`src/rtl/alu_arb_pkg.sv`:
```
// alu_arb_pkg: shared state encoding and constants for the ALU arbiter.
// Contents: state_t (IDLE/ISSUE/WAIT/RESPOND, 2 bits), DEFAULT_DATA_W,
// FLAG_ALU_ERR (error flag bit) and ERR_FLAGS (flags value reported on abort).
package alu_arb_pkg;

    typedef enum logic [1:0] {
        IDLE    = 2'd0,
        ISSUE   = 2'd1,
        WAIT    = 2'd2,
        RESPOND = 2'd3
    } state_t;

    localparam int DEFAULT_DATA_W = 8;
    localparam int FLAG_ALU_ERR   = 7;
    localparam logic [7:0] ERR_FLAGS = 8'(1) << FLAG_ALU_ERR;

endpackage

```
`src/rtl/alu_arbiter_rr.sv`:
```
// rr_arbiter: combinational round-robin picker.
// Ports:
//   req     in  N_REQ  request vector
//   ptr     in  IDX_W  highest-priority index for this pick
//   pick    out N_REQ  one-hot selected requester (0 when no request)
//   idx     out IDX_W  index of the selected requester
//   any_req out 1      at least one request present
module rr_arbiter #(
    parameter int N_REQ = 4,
    parameter int IDX_W = $clog2(N_REQ)
) (
    input  logic [N_REQ-1:0] req,
    input  logic [IDX_W-1:0] ptr,
    output logic [N_REQ-1:0] pick,
    output logic [IDX_W-1:0] idx,
    output logic             any_req
);

    logic [IDX_W-1:0] c;

    // Scan offsets from farthest to nearest so the requester closest to
    // ptr (cyclically) is the last assignment and therefore wins.
    always_comb begin
        idx = '0;
        c   = '0;
        for (int k = N_REQ - 1; k >= 0; k--) begin
            c = IDX_W'((int'(ptr) + k) % N_REQ);
            if (req[c]) idx = c;
        end
        any_req = |req;
        pick    = any_req ? N_REQ'(1) << idx : '0;
    end

endmodule

```
`src/rtl/alu_arbiter.sv`:
```
// alu_arbiter: round-robin sequencer sharing one ALU between N_REQ cores.
// Optional feature: define ALU_ARB_TIMEOUT_EN to abort a WAIT lasting TIMEOUT
// cycles, responding with result=0 and flags=ERR_FLAGS.
// Ports:
//   clk, reset                      clock, synchronous active-high reset
//   req[N_REQ]                      per-core request, held until rsp_valid
//   opcode_in/operand1_in/operand2_in  per-core packed operation (slice i = core i)
//   gnt[N_REQ]                      one-hot grant, ISSUE through WAIT
//   rsp_valid[N_REQ]                one-hot one-cycle response strobe
//   result, flags                   response data, held until next RESPOND
//   alu_opcode, alu_a, alu_b        registered operation to the shared ALU
//   alu_start                       one-cycle start pulse
//   alu_done, alu_result, alu_flags ALU completion and outputs
module alu_arbiter
    import alu_arb_pkg::*;
#(
    parameter int N_REQ   = 4,
    parameter int DATA_W  = DEFAULT_DATA_W,
    parameter int TIMEOUT = 16
) (
    input  logic                    clk,
    input  logic                    reset,
    input  logic [N_REQ-1:0]        req,
    input  logic [N_REQ*DATA_W-1:0] opcode_in,
    input  logic [N_REQ*DATA_W-1:0] operand1_in,
    input  logic [N_REQ*DATA_W-1:0] operand2_in,
    output logic [N_REQ-1:0]        gnt,
    output logic [N_REQ-1:0]        rsp_valid,
    output logic [DATA_W-1:0]       result,
    output logic [DATA_W-1:0]       flags,
    output logic [DATA_W-1:0]       alu_opcode,
    output logic [DATA_W-1:0]       alu_a,
    output logic [DATA_W-1:0]       alu_b,
    output logic                    alu_start,
    input  logic                    alu_done,
    input  logic [DATA_W-1:0]       alu_result,
    input  logic [DATA_W-1:0]       alu_flags
);

    localparam int IDX_W = $clog2(N_REQ);

    if (N_REQ < 2 || N_REQ > 8 || TIMEOUT < 1) begin : g_bad_param
        $error("alu_arbiter: parameter out of range");
    end

    state_t           state;
    logic [IDX_W-1:0] rr_ptr;
    logic [IDX_W-1:0] idx;
    logic [IDX_W-1:0] pick_idx;
    logic [N_REQ-1:0] pick;
    logic             any_req;

`ifdef ALU_ARB_TIMEOUT_EN
    localparam int CNT_W = $clog2(TIMEOUT + 1);
    logic [CNT_W-1:0] cnt;
`endif

    rr_arbiter #(
        .N_REQ (N_REQ),
        .IDX_W (IDX_W)
    ) u_rr (
        .req     (req),
        .ptr     (rr_ptr),
        .pick    (pick),
        .idx     (pick_idx),
        .any_req (any_req)
    );

    always_ff @(posedge clk) begin
        if (reset) begin
            state      <= IDLE;
            rr_ptr     <= '0;
            idx        <= '0;
            gnt        <= '0;
            rsp_valid  <= '0;
            result     <= '0;
            flags      <= '0;
            alu_opcode <= '0;
            alu_a      <= '0;
            alu_b      <= '0;
            alu_start  <= 1'b0;
`ifdef ALU_ARB_TIMEOUT_EN
            cnt        <= '0;
`endif
        end else begin
            alu_start <= 1'b0;
            rsp_valid <= '0;
            case (state)
                IDLE: begin
                    if (any_req) begin
                        idx        <= pick_idx;
                        alu_opcode <= opcode_in[pick_idx*DATA_W +: DATA_W];
                        alu_a      <= operand1_in[pick_idx*DATA_W +: DATA_W];
                        alu_b      <= operand2_in[pick_idx*DATA_W +: DATA_W];
                        gnt        <= pick;
                        alu_start  <= 1'b1;
                        state      <= ISSUE;
                    end
                end
                // alu_done here would be same-cycle as start; deliberately ignored.
                ISSUE: begin
`ifdef ALU_ARB_TIMEOUT_EN
                    cnt   <= '0;
`endif
                    state <= WAIT;
                end
                WAIT: begin
                    if (alu_done) begin
                        result    <= alu_result;
                        flags     <= alu_flags;
                        rsp_valid <= gnt;
                        gnt       <= '0;
                        state     <= RESPOND;
                    end
`ifdef ALU_ARB_TIMEOUT_EN
                    else if (cnt == CNT_W'(TIMEOUT - 1)) begin
                        result    <= '0;
                        flags     <= DATA_W'(ERR_FLAGS);
                        rsp_valid <= gnt;
                        gnt       <= '0;
                        state     <= RESPOND;
                    end else begin
                        cnt <= cnt + 1'b1;
                    end
`endif
                end
                RESPOND: begin
                    rr_ptr <= (idx == IDX_W'(N_REQ - 1)) ? '0 : idx + 1'b1;
                    state  <= IDLE;
                end
                default: state <= IDLE;
            endcase
        end
    end

endmodule

```
`config.mk`:
```
export PLATFORM = sky130hd
export DESIGN_NAME = alu_arbiter
export DESIGN_NICKNAME = d
export VERILOG_FILES = /design/src/rtl/alu_arb_pkg.sv /design/src/rtl/alu_arbiter_rr.sv /design/src/rtl/alu_arbiter.sv
export SDC_FILE = /design/constraint.sdc
export NUM_CORES = 1
export LEC_CHECK = 0
export ABC_CLOCK_PERIOD_IN_PS = 1700
export BUFFER_PORTS_ARGS = -buffer_cell sky130_fd_sc_hd__clkbuf_2
export CAP_MARGIN = 5
export CORE_MARGIN = 4
export CORE_UTILIZATION = 40
export DETAILED_ROUTE_END_ITERATION = 10
export GPL_ROUTABILITY_DRIVEN = 0
export MAX_ROUTING_LAYER = met4
export PLACE_DENSITY = 0.77
export SLEW_MARGIN = 20
export SYNTH_ARGS = -nofsm -noshare
export SYNTH_HDL_FRONTEND = slang
export SYNTH_SLANG_ARGS = --single-unit
```
`constraint.sdc`:
```
create_clock -name clk -period 1.7 [get_ports clk]
set_input_delay 0.085 -clock clk [delete_from_list [all_inputs] [get_ports clk]]
set_output_delay 0.085 -clock clk [all_outputs]
set_load 0.02 [all_outputs]
```
==> metrics.csv, run 1 <==
stage,metric,value,unit
detailed_routing,antenna_left,0,
power_and_ir_drop,powerDensity,1270,mW/mm2
floorplanning,core,0.00694,mm2
detailed_routing,viasPerCell,5.05,
final_layout,drive_above_1_share,48.3,%
sta,final-hold-violation-count,0,
detailed_routing,met1_length,3420,um
placed_design,dp_hpwl,6220,um
power_and_ir_drop,power.total,5.29,mW
critical_path,crit_path_start_kind,flop,
power_and_ir_drop,p_int,3.10,mW
clock_network,clockRootBuffer,clkbuf_8,
clock_network,path_clk_slew,0.10,ns
detailed_routing,routed-wl-met3,386,um
clock_network,cts_buffers,5,
detailed_routing,highest_layer,met4,
detailed_routing,first_pass_iters,4,
yosys,synth_fp_nets,408,
clock_network,cts_tree,built,
power_and_ir_drop,power_frac_seq,34.4,%
run,cap_violations,0,
grt,track_usage,19.2,%
yosys,avgSynthCellArea,10.3,um2
critical_path,arrival,1.93,ns
sta,slew_viol_final,0,
sta,hold_ws,0.102,ns
critical_path,critical-path-slowest-cell,a311o_2,
yosys,netlist_area,0.00292,mm2
yosys,synthCells,284,
critical_path,critical_path_class,reg2reg,
placed_design,port_buffers,167,
sta,clock-skew-final,0.00634,ns
clock_network,clock-sinks,55,
yosys,ys_ff_latch,55,
clock_network,h-tree-depth,2,
final_layout,multiInputGateArea,0.00165,mm2
power_and_ir_drop,power_frac_clock,14.6,%
floorplanning,row_count,30,
final_layout,regArea,0.00110,mm2
detailed_routing,wl_met2,4250,um
power_and_ir_drop,p_switching,2.19,mW
critical_path,cpMostUsedCell,mux2i_1,
grt,grt_pass1_wl,13100,um
final_layout,n_fill_cell,585,
detailed_routing,drtIter0Drc,107,
hold_path,hold_path_class,in2reg,
floorplanning,chipHeight,93.4,um
final_layout,final_cell_mix,"167 x clkbuf_2, 54 x dfxtp_1, 51 x mux2i_1",
sta,relSlewSlack,65.3,%
sta,fin_crit_sh,99.9,%
floorplanning,initial_core_util,42.0,%
grt,grt_overflow,0,
grt,first_global_vias,2785,
final_layout,synthToLayoutAreaGrowth,43.3,%
yosys,yosys.area.top_type,dfxtp_1,
power_and_ir_drop,swShare,41.4,%
detailed_routing,drt-wirelength-per-cell,14.7,um
sta,fin_crit,1.70,ns
detailed_routing,routed_wl,8270,um
detailed_routing,drc,0,
power_and_ir_drop,p_leak,2.14,nW
sta,grt_setup_unrepaired,yes,
final_layout,antenna_cells,0,
yosys,yosysUniqueCellTypes,34,
floorplanning,die-area,0.00872,mm2
yosys,ys_seq_area_share,37.8,%
critical_path,endpoint_kind,flop,
final_layout,fin_nets,591,
final_layout,mostFrequentLayoutCell,clkbuf_2,
power_and_ir_drop,ir_drop,574,uV
grt,grt_max_degree,30,
sta,final-setup-viol-count,0,
grt,antenna_found_initial,0,
floorplanning,num_io_pins,168,
yosys,ys_top_cells_by_area,"dfxtp_1 38%, mux2i_1 18%, a221oi_2 9.8%, o21bai_1 6.2%, nand2_1 4.9%",
detailed_routing,vias,2847,
floorplanning,die_x,93.4,um
critical_path,crit_path_cell_trace,mux2i_1 -> nor2_1 -> a311o_2 -> buf_12 -> mux2i_1 -> a221oi_2,
yosys,yosys.area.top_type_share,37.8,%
power_and_ir_drop,p_comb_share,51.0,%
sta,worst_pin_slew,0.520,ns
yosys,yosysWarnings,0,
clock_network,clockBufferDepth,2,
sta,max_freq,0.589,GHz
critical_path,slowest_delay,0.40,ns
critical_path,worstPathRequired,1.93,ns
clock_network,clk_latency,0.31,ns
critical_path,crit_fanout,29,
status,status,"complete, no violations",
-- per-stage QoR --
| step | TNS (ns) | util (%) | cells | instance area (um2) | setup slack, ns |
|---|---|---|---|---|---|
| 6_report | 0 | 60.2 | 564 | 4180 | 0.00109 |
| 5_1_grt | -1.63 | 60.2 | 564 | 4180 | -0.108 |
| 4_1_cts | -0.0258 | 59.6 | 562 | 4140 | -0.0145 |
| 3_5_place_dp | -0.0814 | 55.8 | 538 | 3870 | -0.0258 |
| 3_3_place_gp | 0 | 55.8 | 538 | 3870 | 0.0376 |
| 2_1_floorplan | 0 | - | 284 | 2920 | 0.0111 |
-- critical path: cells and delay by family, from the launching register on --
kind / cells / cell delay [ns]
and+or+nand+nor: 1 / 0.06
DFF: 1 / 0.35
buffers and inverters: 1 / 0.19
AOI/OAI and AO/OA: 2 / 0.67
muxes: 2 / 0.35
-- timing repair --
| action | in CTS | in global routing |
|---|---|---|
| pin swaps | 0 | 3 |
| endpoints found under the hold margin | 16 | 0 |
| hold buffers | 16 | 0 |
| setup buffers | 0 | 2 |
| endpoints found under the setup margin | 14 | 29 |
| gates resized for setup | 2 | 6 |
-- cells in the mapped netlist, drive strengths merged --
cell type and count:
nand3b 2, nor4 1, a2bb2oi 1, clkbuf 12, buf 12, o21ai 2, nor2b 3, nor2 12
nand2b 1, or2b 1, a21oi 22, nor3 1, a311oi 1, and2 1, nand2 38, o21bai 24
a211oi 1, ha 5, nor3b 4, o21a 1, inv 5, mux2i 51, a311o 1, and2b 1
dfxtp 55, a32oi 2, a221oi 24
-- sequential cells by signal (all words and copies together), names as in the netlist --
name,cells
alu_a,8
alu_b,8
alu_opcode,8
alu_start,1
flags,8
gnt,4
idx,2
result,8
rr_ptr,2
rsp_valid,4
state,2
-- path summary, 6_finish.rpt --
path,startpoint,end,slack [ns],cells past startpoint
worst min-delay path,operand2_in[27],alu_b[3],0.10,3
worst max register to register,rr_ptr[1],alu_b[5],0.001,6
worst max-delay path,rr_ptr[1],alu_b[5],0.001,6
worst min register to register,result[2],result[2],0.46,2
-- area by class of cell --
class                           instances  share of cell area [%]
Timing Repair Buffer                  200                    28.5
Tap cell                               96                    2.87
Clock inverter                          2                   0.389
Clock buffer                            6                    1.98
Inverter                                5                   0.449
Sequential cell                        55                    26.4
Multi-Input combinational cell        200                    39.5
-- per-layer routing --
layer  up-vias  global-route usage, %
met1      1329                   22.2
met2        93                   33.2
met4         0                   7.69
met3        18                   2.90
li1       1407                      -
met5         -                      -
-- cell families after synthesis --
group | after synthesis | synth area share [%]
buffers and inverters | 29 | 6.91
and+or+nand+nor | 65 | 11.8
adders and majority gates | 5 | 2.15
AOI/OAI and AO/OA | 79 | 23.9
DFF | 55 | 37.8
muxes | 51 | 17.5
-- power by group through the flow --
stage	clock network (mW)	registers (mW)	logic [mW]
detailed placement	0	1.84	2.60
finish	0.773	1.82	2.70
global route	0.851	1.86	2.92
global placement	0	1.84	2.56
CTS	0.801	1.82	2.65
floorplan	0	2.18	1.44
Power figures use the tool's default switching activity.
==> run 2: changes to the inputs <==
- MAX_ROUTING_LAYER: met4 -> not set
==> run 2 against run 1 <==
Compared with the run above: the flow now finishes with violations (setup timing); count of clock-buffer cells in the layout unchanged; sequential power about the same; via count is 0.25% lower; design area increased by 0.78%; routed wire length is 2.6% higher; core utilization increased by 0.47 points; power up 0.69%; clock power barely moved; register-to-register slack worse by 0.03 ns; worst setup slack worse by 0.033 ns; flip-flop and latch count stayed put; highest routed layer unchanged.
==> metrics.csv, run 2 (same netlist as run 1, synthesis figures left out) <==
stage,metric,value,unit,change
floorplanning,die_x,93.4,um,unchanged
critical_path,crit_path_cell_trace,mux2i_1 -> nor2_1 -> a311o_2 -> clkbuf_16 -> mux2i_1 -> a221oi_2,,was mux2i_1 -> nor2_1 -> a311o_2 -> buf_12 -> mux2i_1 -> a221oi_2
detailed_routing,antenna_left,0,,unchanged
clock_network,cts_buffers,5,,unchanged
sta,hold_ws,0.104,ns,was 0.102 ns
sta,tns,-0.0953,ns,was 0 ns
detailed_routing,drt-wirelength-per-cell,15.0,um,was 14.7 um
detailed_routing,drc,0,,unchanged
critical_path,arrival,1.96,ns,was 1.93 ns
hold_path,hold_path_class,in2reg,,unchanged
sta,final-setup-viol-count,8,,was 0
clock_network,clk_latency,0.31,ns,about the same
clock_network,path_clk_slew,0.10,ns,about the same
power_and_ir_drop,ir_drop,578,uV,was 574 uV
sta,grt_setup_unrepaired,yes,,unchanged
sta,slew_viol_final,0,,unchanged
critical_path,critical-path-slowest-cell,a311o_2,,unchanged
final_layout,antenna_cells,0,,unchanged
clock_network,cts_tree,built,,unchanged
grt,grt_pass1_wl,13100,um,about the same
floorplanning,die-area,0.00872,mm2,unchanged
placed_design,placed_area,0.00387,mm2,unchanged
final_layout,stdcell_area,0.00421,mm2,was 0.00418 mm2
status,status,finished with violations,,"was complete, no violations"
critical_path,crit_fanout,14,,was 29
detailed_routing,vias,2840,,was 2847
critical_path,cpMostUsedCell,mux2i_1,,unchanged
power_and_ir_drop,powerDensity,1260,mW/mm2,was 1270 mW/mm2
run,cap_violations,0,,unchanged
sta,clock-skew-final,0.0107,ns,was 0.00634 ns
status,violations,setup timing,,
sta,fin_ws,-0.0324,ns,was 0.00109 ns
sta,worst_pin_slew,0.520,ns,about the same
power_and_ir_drop,p_leak,2.15,nW,was 2.14 nW
grt,grt_max_degree,30,,unchanged
clock_network,clockRootBuffer,clkbuf_8,,unchanged
critical_path,worstPathRequired,1.93,ns,about the same
floorplanning,num_io_pins,168,,unchanged
sta,final-hold-violation-count,0,,unchanged
final_layout,mostFrequentLayoutCell,clkbuf_2,,unchanged
final_layout,fin_nets,592,,was 591
placed_design,dp_hpwl,6220,um,unchanged
floorplanning,initial_core_util,42.0,%,unchanged
clock_network,clock-sinks,55,,unchanged
critical_path,crit_path_start_kind,flop,,unchanged
power_and_ir_drop,power.total,5.33,mW,was 5.29 mW
clock_network,clockBufferDepth,2,,unchanged
detailed_routing,met1_length,3480,um,was 3420 um
detailed_routing,first_pass_iters,4,,unchanged
floorplanning,core,0.00694,mm2,unchanged
sta,fin_crit_sh,102,%,was 99.9%
sta,fin_crit,1.73,ns,was 1.70 ns
clock_network,h-tree-depth,2,,unchanged
final_layout,final_cell_mix,"167 x clkbuf_2, 54 x dfxtp_1, 50 x mux2i_1",,"was 167 x clkbuf_2, 54 x dfxtp_1, 51 x mux2i_1"
detailed_routing,drtIter0Drc,121,,was 107
critical_path,slowest_delay,0.43,ns,was 0.40 ns
sta,max_freq,0.577,GHz,was 0.589 GHz
grt,grt_overflow,0,,unchanged
final_layout,drive_above_1_share,48.6,%,was 48.3%
grt,first_global_vias,2790,,was 2785
critical_path,endpoint_kind,flop,,unchanged
critical_path,critical_path_class,reg2reg,,unchanged
detailed_routing,wl_met2,4410,um,was 4250 um
detailed_routing,routed_wl,8480,um,was 8270 um
grt,antenna_found_initial,0,,unchanged
detailed_routing,viasPerCell,5.03,,was 5.05
sta,relSlewSlack,65.3,%,about the same
detailed_routing,highest_layer,met4,,unchanged
detailed_routing,routed-wl-met3,406,um,was 386 um
placed_design,port_buffers,167,,unchanged
final_layout,n_fill_cell,579,,was 585
grt,track_usage,18.7,%,was 19.2%
floorplanning,row_count,30,,unchanged
floorplanning,chipHeight,93.4,um,unchanged
final_layout,synthToLayoutAreaGrowth,44.4,%,was 43.3%
-- run 2: cell count changes in the layout (fill, tap and decap cells not counted) --
cell / delta
buf_4: -1
buf_6: +1
clkbuf_16: +1
mux2i_1: -1
mux2i_2: +1
-- run 2: path summary, 6_finish.rpt --
| path | start | to | slack (ns) | depth (start not counted) |
|---|---|---|---|---|
| max | rr_ptr[1] | alu_a[3] | -0.03 | 6 |
| min | operand2_in[9] | alu_b[1] | 0.10 | 3 |
| max reg2reg | rr_ptr[1] | alu_a[3] | -0.03 | 6 |
| min reg2reg | result[2] | result[2] | 0.46 | 2 |
-- run 2: final cells by class --
cell class                      count  area, um2  area share [%]
Clock buffer                        6       82.6            1.96
Clock inverter                      2       16.3           0.386
Inverter                            5       18.8           0.446
Multi-Input combinational cell    200       1650            39.2
Sequential cell                    55       1100            26.2
Tap cell                           96        120            2.85
Timing Repair Buffer              201       1220            28.9
-- run 2: critical path, delay by kind of cell, from the launching register on --
kind,cells,cell delay (ns)
flops,1,0.35
simple gates,1,0.05
compound gates,2,0.69
buf+inv,1,0.22
mux,2,0.34
-- run 2: power breakdown --
part / switching (mW) / leakage (nW) / total, mW / internal (mW)
registers: 0.193 / 0.452 / 1.82 / 1.63
logic: 1.58 / 1.65 / 2.73 / 1.16
clock network: 0.442 / 0.0474 / 0.776 / 0.334
total: 2.21 / 2.15 / 5.33 / 3.12
-- run 2: what timing repair did --
| action | CTS | global route |
|---|---|---|
| gates cloned | 0 | 1 |
| hold buffers | 16 | 0 |
| resized for setup | 2 | 8 |
| setup buffers | 0 | 2 |
| hold endpoints to repair | 16 | 0 |
| endpoints found under the setup margin | 14 | 29 |
| pin swaps | 0 | 3 |
-- run 2: per-stage QoR --
step	setup slack (ns)	instances	utilization, %
2_1_floorplan	0.0111	284	-
3_3_place_gp	0.0376	538	55.8
3_5_place_dp	-0.0258	538	55.8
4_1_cts	-0.0145	562	59.6
5_1_grt	-0.106	565	60.6
6_report	-0.0324	565	60.6
-- run 2: routing by layer --
metal	global-route usage, %	up-vias
li1	-	1404
met1	21.9	1332
met2	33.4	90
met3	3.38	14
met4	7.69	0
met5	0	-
==> run 3: changes to the inputs <==
- CORE_MARGIN: 4 -> 2
==> run 3 against run 2 <==
Compared with the run above: highest routed layer unchanged; non-clock buffer count increased by 8; flip-flop and latch count stayed put; count of clock-buffer cells in the layout fell by 1; core utilization shrank 1.7 points; largest power group unchanged; the run still ends with setup timing left; global-route usage is 0.46 points higher.
==> metrics.csv, run 3 (same netlist as run 1, synthesis figures left out) <==
stage,metric,value,unit,change
power_and_ir_drop,power.total,5.27,mW,was 5.33 mW
clock_network,h-tree-depth,2,,unchanged
detailed_routing,drc,0,,unchanged
sta,slew_viol_final,0,,unchanged
power_and_ir_drop,p_switching,2.20,mW,was 2.21 mW
placed_design,dp_hpwl,5960,um,was 6220 um
detailed_routing,drtIter0Drc,113,,was 121
critical_path,crit_family,compound AO/OA/AOI/OAI gates,,unchanged
status,violations,setup timing,,unchanged
floorplanning,die_x,89.4,um,was 93.4 um
power_and_ir_drop,power_frac_clock,14.4,%,was 14.6%
power_and_ir_drop,p_leak,2.18,nW,was 2.15 nW
hold_path,hold_path_class,in2reg,,unchanged
power_and_ir_drop,p_int,3.07,mW,was 3.12 mW
clock_network,clock-sinks,55,,unchanged
grt,grt_overflow,0,,unchanged
final_layout,antenna_cells,0,,unchanged
final_layout,synthToLayoutAreaGrowth,44.4,%,about the same
power_and_ir_drop,powerDensity,1250,mW/mm2,was 1260 mW/mm2
detailed_routing,highest_layer,met4,,unchanged
final_layout,fin_util,59.0,%,was 60.6%
floorplanning,initial_core_util,40.9,%,was 42.0%
final_layout,drive_above_1_share,49.1,%,was 48.6%
sta,fin_ws,-0.0389,ns,was -0.0324 ns
clock_network,clk_latency,0.32,ns,was 0.31 ns
critical_path,arrival,1.97,ns,was 1.96 ns
placed_design,port_buffers,167,,unchanged
detailed_routing,met1_length,3160,um,was 3480 um
detailed_routing,drt-wirelength-per-cell,14.0,um,was 15.0 um
grt,antenna_found_initial,0,,unchanged
critical_path,worstPathRequired,1.93,ns,about the same
sta,relSlewSlack,67.9,%,was 65.3%
clock_network,clockBufferDepth,2,,unchanged
detailed_routing,routed_wl,8040,um,was 8480 um
critical_path,crit_fanout,28,,was 14
clock_network,clockRootBuffer,clkbuf_8,,unchanged
clock_network,cts_tree,built,,unchanged
critical_path,crit_path_start_kind,flop,,unchanged
power_and_ir_drop,p_comb_share,51.4,%,was 51.3%
floorplanning,num_io_pins,168,,unchanged
power_and_ir_drop,ir_drop,513,uV,was 578 uV
sta,final-hold-violation-count,0,,unchanged
critical_path,slowest_delay,0.37,ns,was 0.43 ns
placed_design,placed_cells,550,,was 538
grt,track_usage,19.2,%,was 18.7%
sta,fin_crit,1.74,ns,was 1.73 ns
detailed_routing,antenna_left,0,,unchanged
critical_path,crit_path_cell_trace,mux2i_1 -> nor2_1 -> a311o_2 -> buf_12 -> mux2i_2 -> a221oi_2,,was mux2i_1 -> nor2_1 -> a311o_2 -> clkbuf_16 -> mux2i_1 -> a221oi_2
detailed_routing,first_pass_iters,4,,unchanged
clock_network,cts_buffers,5,,unchanged
final_layout,fin_cells,576,,was 565
sta,grt_setup_unrepaired,yes,,unchanged
floorplanning,core,0.00714,mm2,was 0.00694 mm2
sta,worst_pin_slew,0.481,ns,was 0.520 ns
floorplanning,row_count,31,,was 30
sta,tns,-0.159,ns,was -0.0953 ns
sta,max_freq,0.575,GHz,was 0.577 GHz
detailed_routing,vias,2884,,was 2840
final_layout,fin_nets,600,,was 592
clock_network,path_clk_slew,0.11,ns,was 0.10 ns
floorplanning,chipHeight,89.4,um,was 93.4 um
status,status,finished with violations,,unchanged
detailed_routing,routed-wl-met3,379,um,was 406 um
sta,fin_crit_sh,102,%,about the same
grt,first_global_vias,2725,,was 2790
sta,final-setup-viol-count,12,,was 8
final_layout,mostFrequentLayoutCell,clkbuf_2,,unchanged
detailed_routing,wl_met2,4350,um,was 4410 um
grt,grt_max_degree,30,,unchanged
critical_path,r2r_setup_slack,-0.04,ns,was -0.03 ns
final_layout,n_fill_cell,661,,was 579
sta,clock-skew-final,0.0103,ns,was 0.0107 ns
run,cap_violations,0,,unchanged
critical_path,critical-path-slowest-cell,dfxtp_2,,was a311o_2
critical_path,endpoint_kind,flop,,unchanged
power_and_ir_drop,power_frac_seq,34.2,%,about the same
detailed_routing,viasPerCell,5.01,,was 5.03
critical_path,cp_num_buf_inv,1,,unchanged
power_and_ir_drop,swShare,41.7,%,was 41.5%
final_layout,final_cell_mix,"167 x clkbuf_2, 54 x dfxtp_1, 50 x mux2i_1",,unchanged
critical_path,critical_path_class,reg2reg,,unchanged
floorplanning,die-area,0.00799,mm2,was 0.00872 mm2
grt,grt_pass1_wl,12000,um,was 13100 um
run 3: repair_timing:
item	4_1_cts	5_1_grt
gates resized for setup	5	5
endpoints found under the hold margin	16	0
setup endpoints to repair	27	25
hold buffers	16	0
pin swaps	2	0
buffers inserted	2	0
run 3: power by group through the flow:
stage | clock [mW] | sequential (mW) | combinational (mW)
final | 0.757 | 1.80 | 2.71
after CTS | 0.792 | 1.81 | 2.69
after detailed placement | 0 | 1.83 | 2.63
after floorplan | 0 | 2.18 | 1.44
after global placement | 0 | 1.82 | 2.57
after global routing | 0.849 | 1.84 | 2.94
run 3: worst reg2reg max path: stages (launching register included):
cell	delay, ns
dfxtp_2	0.37
mux2i_1	0.20
nor2_1	0.06
a311o_2	0.37
buf_12	0.20
mux2i_2	0.20
a221oi_2	0.26
run 3: metrics by stage:
step           cell area, um2  hold slack, ns  worst slack, ns
2_1_floorplan            2920           0.221           0.0111
3_3_place_gp             3910           0.309          -0.0231
3_5_place_dp             3910           0.313          -0.0792
4_1_cts                  4190          0.0815          -0.0333
5_1_grt                  4210          0.0977           -0.114
6_report                 4210          0.0946          -0.0389
run 3: final timing paths:
kind                                startpoint       end  cells after the start
worst max register to register       rr_ptr[1]  alu_a[3]                      6
worst max-delay path                 rr_ptr[1]  alu_a[3]                      6
worst min register to register        flags[6]  flags[6]                      2
worst min-delay path            operand2_in[9]  alu_b[1]                      3
run 3: per-layer routing:
layer | vias up | global-route usage (%)
met4 | 0 | 6.51
met3 | 15 | 3.14
met5 | - | 0
met2 | 90 | 37.0
li1 | 1423 | -
met1 | 1356 | 20.9
run 3: layout make-up:
| type | count | area [um2] | share of cell area (%) |
|---|---|---|---|
| clock inverters | 3 | 22.5 | 0.535 |
| well taps | 99 | 124 | 2.94 |
| inverters | 5 | 18.8 | 0.446 |
| multi-input cells | 200 | 1640 | 38.9 |
| repair buffers | 209 | 1230 | 29.3 |
| clock buffers | 5 | 68.8 | 1.63 |
| flip-flops and latches | 55 | 1100 | 26.2 |
